$ cat src/rtl/riscv_instr_req_slice_pkg.sv
// Shared constants and helpers for the instruction-fetch request slice.
package riscv_instr_req_slice_pkg;

  localparam int unsigned ADDR_W = 32;

  // Outstanding-counter update: +1 on grant, -1 on response, both cancel.
  // A decrement at zero saturates rather than wrapping (stray response).
  function automatic logic [2:0] cnt_next(input logic [2:0] c, input logic inc,
                                          input logic dec);
    logic [2:0] n;
    n = c;
    if (inc && !dec)                n = c + 3'd1;
    else if (!inc && dec && c != 0) n = c - 3'd1;
    return n;
  endfunction

endpackage

$ cat src/rtl/riscv_instr_resp_reg.sv
// Optional response register stage: adds one cycle of latency on rvalid/rdata/err.
module riscv_instr_resp_reg #(
  parameter int unsigned RDATA_WIDTH = 32
) (
  input  logic                   clk,
  input  logic                   rst_n,
  input  logic                   rvalid_i,
  input  logic [RDATA_WIDTH-1:0] rdata_i,
  input  logic                   err_i,
  output logic                   rvalid_o,
  output logic [RDATA_WIDTH-1:0] rdata_o,
  output logic                   err_o
);

  logic                   rvalid_q;
  logic                   err_q;
  logic [RDATA_WIDTH-1:0] rdata_q;

  // Valid and error follow the input every cycle; data only loads on a
  // valid response so it holds the last returned word otherwise.
  always_ff @(posedge clk or negedge rst_n) begin
    if (!rst_n) begin
      rvalid_q <= 1'b0;
      err_q    <= 1'b0;
      rdata_q  <= '0;
    end else begin
      rvalid_q <= rvalid_i;
      err_q    <= err_i & rvalid_i;
      if (rvalid_i) rdata_q <= rdata_i;
    end
  end

  assign rvalid_o = rvalid_q;
  assign rdata_o  = rdata_q;
  assign err_o    = err_q & rvalid_q;

endmodule

$ cat src/rtl/riscv_instr_req_slice.sv
// Register slice between the prefetch buffer and instruction memory.
// One registered request slot breaks the gnt/addr combinational path;
// an outstanding counter bounds in-flight fetches at the core side.
module riscv_instr_req_slice
  import riscv_instr_req_slice_pkg::*;
#(
  parameter int unsigned RDATA_WIDTH     = 32,
  parameter int unsigned MAX_OUTSTANDING = 2,
  parameter bit          RESP_REG        = 1'b0
) (
  input  logic                   clk,
  input  logic                   rst_n,
  input  logic                   core_req_i,
  output logic                   core_gnt_o,
  input  logic [ADDR_W-1:0]      core_addr_i,
  output logic [RDATA_WIDTH-1:0] core_rdata_o,
  output logic                   core_rvalid_o,
  output logic                   core_err_o,
  output logic                   instr_req_o,
  input  logic                   instr_gnt_i,
  output logic [ADDR_W-1:0]      instr_addr_o,
  input  logic [RDATA_WIDTH-1:0] instr_rdata_i,
  input  logic                   instr_rvalid_i,
  input  logic                   instr_err_i,
  output logic                   busy_o
);

  localparam int unsigned      CNT_W   = 3;
  localparam logic [CNT_W-1:0] MAX_CNT = CNT_W'(MAX_OUTSTANDING);

  logic              slot_valid_q, slot_valid_d;
  logic [ADDR_W-1:0] slot_addr_q, slot_addr_d;
  logic [CNT_W-1:0]  cnt_q, cnt_d;
  logic              core_gnt;
  logic              core_rvalid;

  // Grant depends only on the request and local state, never on instr_gnt_i,
  // so the slot cannot refill in the cycle it drains.
  assign core_gnt = core_req_i & ~slot_valid_q & (cnt_q < MAX_CNT);

  // Slot and counter next state: fill on core grant, drain on memory grant.
  always_comb begin
    slot_valid_d = slot_valid_q;
    slot_addr_d  = slot_addr_q;
    if (core_gnt) begin
      slot_valid_d = 1'b1;
      slot_addr_d  = core_addr_i;
    end else if (slot_valid_q && instr_gnt_i) begin
      slot_valid_d = 1'b0;
    end
    cnt_d = cnt_next(cnt_q, core_gnt, core_rvalid);
  end

  // State registers; reset discards anything in flight.
  always_ff @(posedge clk or negedge rst_n) begin
    if (!rst_n) begin
      slot_valid_q <= 1'b0;
      slot_addr_q  <= '0;
      cnt_q        <= '0;
    end else begin
      slot_valid_q <= slot_valid_d;
      slot_addr_q  <= slot_addr_d;
      cnt_q        <= cnt_d;
    end
  end

  assign core_gnt_o   = core_gnt;
  assign instr_req_o  = slot_valid_q;
  assign instr_addr_o = slot_addr_q;
  assign busy_o       = slot_valid_q | (cnt_q != '0) | core_req_i;

  generate
    if (RESP_REG) begin : g_resp_reg
      riscv_instr_resp_reg #(
        .RDATA_WIDTH(RDATA_WIDTH)
      ) u_resp_reg (
        .clk     (clk),
        .rst_n   (rst_n),
        .rvalid_i(instr_rvalid_i),
        .rdata_i (instr_rdata_i),
        .err_i   (instr_err_i),
        .rvalid_o(core_rvalid),
        .rdata_o (core_rdata_o),
        .err_o   (core_err_o)
      );
    end else begin : g_resp_comb
      assign core_rvalid  = instr_rvalid_i;
      assign core_rdata_o = instr_rdata_i;
      assign core_err_o   = instr_err_i & instr_rvalid_i;
    end
  endgenerate

  assign core_rvalid_o = core_rvalid;

  // A memory response with nothing outstanding is a protocol violation.
  a_no_stray_rvalid: assert property (@(posedge clk) disable iff (!rst_n)
    instr_rvalid_i |-> (cnt_q != '0));

  // The grant condition keeps the counter within the configured limit.
  a_cnt_bound: assert property (@(posedge clk) disable iff (!rst_n)
    cnt_q <= MAX_CNT);

endmodule

$ cat config.mk
export PLATFORM = sky130hd
export DESIGN_NAME = riscv_instr_req_slice
export DESIGN_NICKNAME = d
export VERILOG_FILES = /design/src/rtl/riscv_instr_req_slice_pkg.sv /design/src/rtl/riscv_instr_resp_reg.sv /design/src/rtl/riscv_instr_req_slice.sv
export SDC_FILE = /design/constraint.sdc
export NUM_CORES = 1
export LEC_CHECK = 0
export BUFFER_PORTS_ARGS = -buffer_cell sky130_fd_sc_hd__buf_2
export CAP_MARGIN = 20
export CORE_UTILIZATION = 42
export CTS_CLUSTER_DIAMETER = 200
export DETAILED_ROUTE_END_ITERATION = 8
export GPL_ROUTABILITY_DRIVEN = 0
export PLACE_DENSITY = 0.85
export SLEW_MARGIN = 20
export SYNTH_ARGS = -nofsm -noshare
export SYNTH_HDL_FRONTEND = slang
export SYNTH_HIERARCHICAL = 1
export SYNTH_SLANG_ARGS = --single-unit
$ cat constraint.sdc
create_clock -name clk -period 5.8 [get_ports clk]
set_input_delay 0.29 -clock clk [delete_from_list [all_inputs] [get_ports clk]]
set_output_delay 0.29 -clock clk [all_outputs]
set_load 0.05 [all_outputs]
==> impl_metrics.ini <==
[run_status]
status = finished, final reports clean

[cells_and_area]
fillers = 404
drive_above_1_share = 0.363
area_delta_synth_final_pct = 14.0
fin_area_mm2 = 0.00198
layout.nets = 310
seq_area_um2 = 901
n_antenna_cell = 0
multi_input_area_um2 = 518

[clocking]
cts_buffers = 5
worstSkewPairLatency_ns = 0.28
clk_pin_slew_worst_paths_ns = 0.07
root_buffer = clkbuf_8
htree_levels = 2
cts_tree = built
cts_hold_buf = 0
post_cts_buffers = 0
clock_path_buffers = 2
clock_sinks = 36
post_cts_resized = 0

[floorplanning]
num_rows = 23
die_h_um = 66.4
die_w_um = 66.4
dieArea_mm2 = 0.00440
coreArea_mm2 = 0.00400
start_util = 0.435
ios = 139

[pwr]
peakVddDrop_v = 0.000307
power_leakage_uw = 0.00116
power_switching_uw = 694
share_comb_of_total_power = 0.518
swShare = 0.514
power_density_mw_per_mm2 = 681
p_int_uw = 657
power.share.sequential = 0.323
design_power_total_uw = 1350
clkPwrFrac = 0.159

[yosys]
avgSynthCellArea_um2 = 8.83
synthFlopType = dfrtp_1
synth_edf_count = 0
synth_top_area_frac = 0.518
yosysSeqAreaShare = 0.518
synthArstFlopShare = 1.00
synth.area.top_cells = dfrtp_1 (52%), nand2_1 (21%), buf_4 (15%)
syn_area_mm2 = 0.00174
yosysTopAreaCell = dfrtp_1
ys_ff_latch = 36
synth_common_cells = nand2_1 (98), dfrtp_1 (36), buf_4 (34)
syn-num-nets = 268
ys_types = 23
yosysWarningCount = 6
yosysMostFrequentCell = nand2_1
synth_cells = 197

[timing]
finalWorstPathRequiredPeriod_ns = 2.19
finalSetupViolCount = 0
hold_viol_final = 0
fin_ws_ns = 3.61
post-route-period-util = 0.378
tightest_slew_ns = 0.801
fin_tns_setup_ns = 0
timing.slew.headroom = 0.466
finClkSkew_ns = 0.00250
final-max-slew-violation-count = 0
rsz0062_at_grt = no
clock.fmax_mhz = 456

[detailed_routing]
vias = 1345
post_drt_wl_per_cell_um = 11.3
viasPerCell = 4.64
first_pass_iters = 4
drtIter0Drc = 48
drc = 0
wl_mm = 3.27
ant_nets = 0

[worst_setup_path]
r2r_cells = 6
crit_required_ns = 5.96
critPathLaunchType = flop
critPathLaunch = cnt_q[2]
r2r_end = cnt_q[1]
critPathArrivalTime_ns = 2.36
crit_fanout = 37
path_class = flop to flop
cp-endpoint = cnt_q[1]
r2r_slack_ns = 3.61
r2r-start = cnt_q[2]
end_kind = flop

[global_route]
antenna_found_initial = 0
grt_pass1_vias = 1150
grt_usage = 0.152
overflow = 0
grt_pass1_wl_mm = 4.99
grt_max_degree = 38

[place]
place_ws_ns = 3.62
hpwl_mm = 2.23
placed_cell_area_mm2 = 0.00188
io_buffers = 74

[min_path]
hp-class = input port to async pin

[job]
timing.max_cap.violations = 0
-- logic make-up (layout without fill, tap and decap cells) --
| kind of cell | count (synthesis) | in the layout | synth area share |
|---|---|---|---|
| fa+ha+maj | 1 | 1 | 0.0115 |
| buf+inv | 43 | 86 | 0.184 |
| compound gates | 8 | 8 | 0.0324 |
| xor+xnor | 1 | 1 | 0.00936 |
| flops | 36 | 36 | 0.518 |
| simple gates | 108 | 108 | 0.245 |
-- power by group through the flow --
stage | Combinational (uW) | Clock, uW | Sequential (uW)
2_1_floorplan | 248 | 0 | 802
3_3_place_gp | 691 | 0 | 437
3_5_place_dp | 706 | 0 | 441
4_1_cts | 707 | 222 | 438
5_1_grt | 751 | 230 | 453
6_report | 699 | 215 | 437
-- worst min-delay path by stage --
stage / cells after the start / endpoint
final: 1 / instr_addr_o[13]
after CTS: 1 / instr_addr_o[22]
after global placement: 1 / instr_addr_o[13]
after floorplan: 0 / cnt_q[0]
after global routing: 1 / instr_addr_o[11]
after detailed placement: 1 / instr_addr_o[13]
-- registers in the layout, indices dropped and copies added (netlist names) --
register,count
instr_req_o,1
instr_addr_o,32
cnt_q,3
-- area by class of cell --
| type | instances | area share |
|---|---|---|
| Inverter | 3 | 0.00820 |
| Clock inverter | 2 | 0.0177 |
| Tap cell | 50 | 0.0315 |
| Sequential cell | 36 | 0.454 |
| Clock buffer | 6 | 0.0366 |
| Multi-Input combinational cell | 118 | 0.261 |
| Timing Repair Buffer | 75 | 0.191 |
-- metrics by stage --
| stage | hold WS (ns) | util | instances |
|---|---|---|---|
| global route | 0.157 | 0.496 | 290 |
| detailed placement | 0.434 | 0.469 | 282 |
| CTS | 0.124 | 0.496 | 290 |
| finish | 0.0953 | 0.496 | 290 |
| global placement | 0.415 | 0.469 | 282 |
| floorplan | -0.00559 | - | 197 |
-- critical path: stages, from the launching register on --
cell,delay [ns]
dfrtp_1,0.43
or4b_1,0.61
clkinv_4,0.24
nand2b_1,0.10
fa_1,0.46
a21oi_1,0.15
o22ai_1,0.09
-- cell usage in the layout, fill, tap and decap left out --
cell       netlist  routed
nand2_1         98      98
buf_2            3      74
dfrtp_1         36      36
clkbuf_8         0       5
nor2_1           3       3
inv_1            2       2
a21oi_1          2       2
or2_2            2       2
or4b_1           1       1
clkinv_4         1       1
nand2b_1         1       1
nand3_1          1       1
and2_1           1       1
a31oi_1          1       1
o22ai_1          1       1
xnor2_2          1       1
o21a_1           1       1
a2bb2oi_1        1       1
o21ai_0          1       1
nand4_1          1       1
o211ai_2         1       1
fa_1             1       1
bufinv_16        0       1
clkbuf_1         0       1
clkinv_2         0       1
buf_4           34       1
-- layer usage --
layer	track usage	routed length (um)	up-vias
li1	-	-	654
met1	0.183	1470	623
met2	0.242	1520	50
met3	0.0466	215	18
met4	0.0771	68	0
met5	0	0	-
Note: power is estimated with default switching activity, not from simulation.
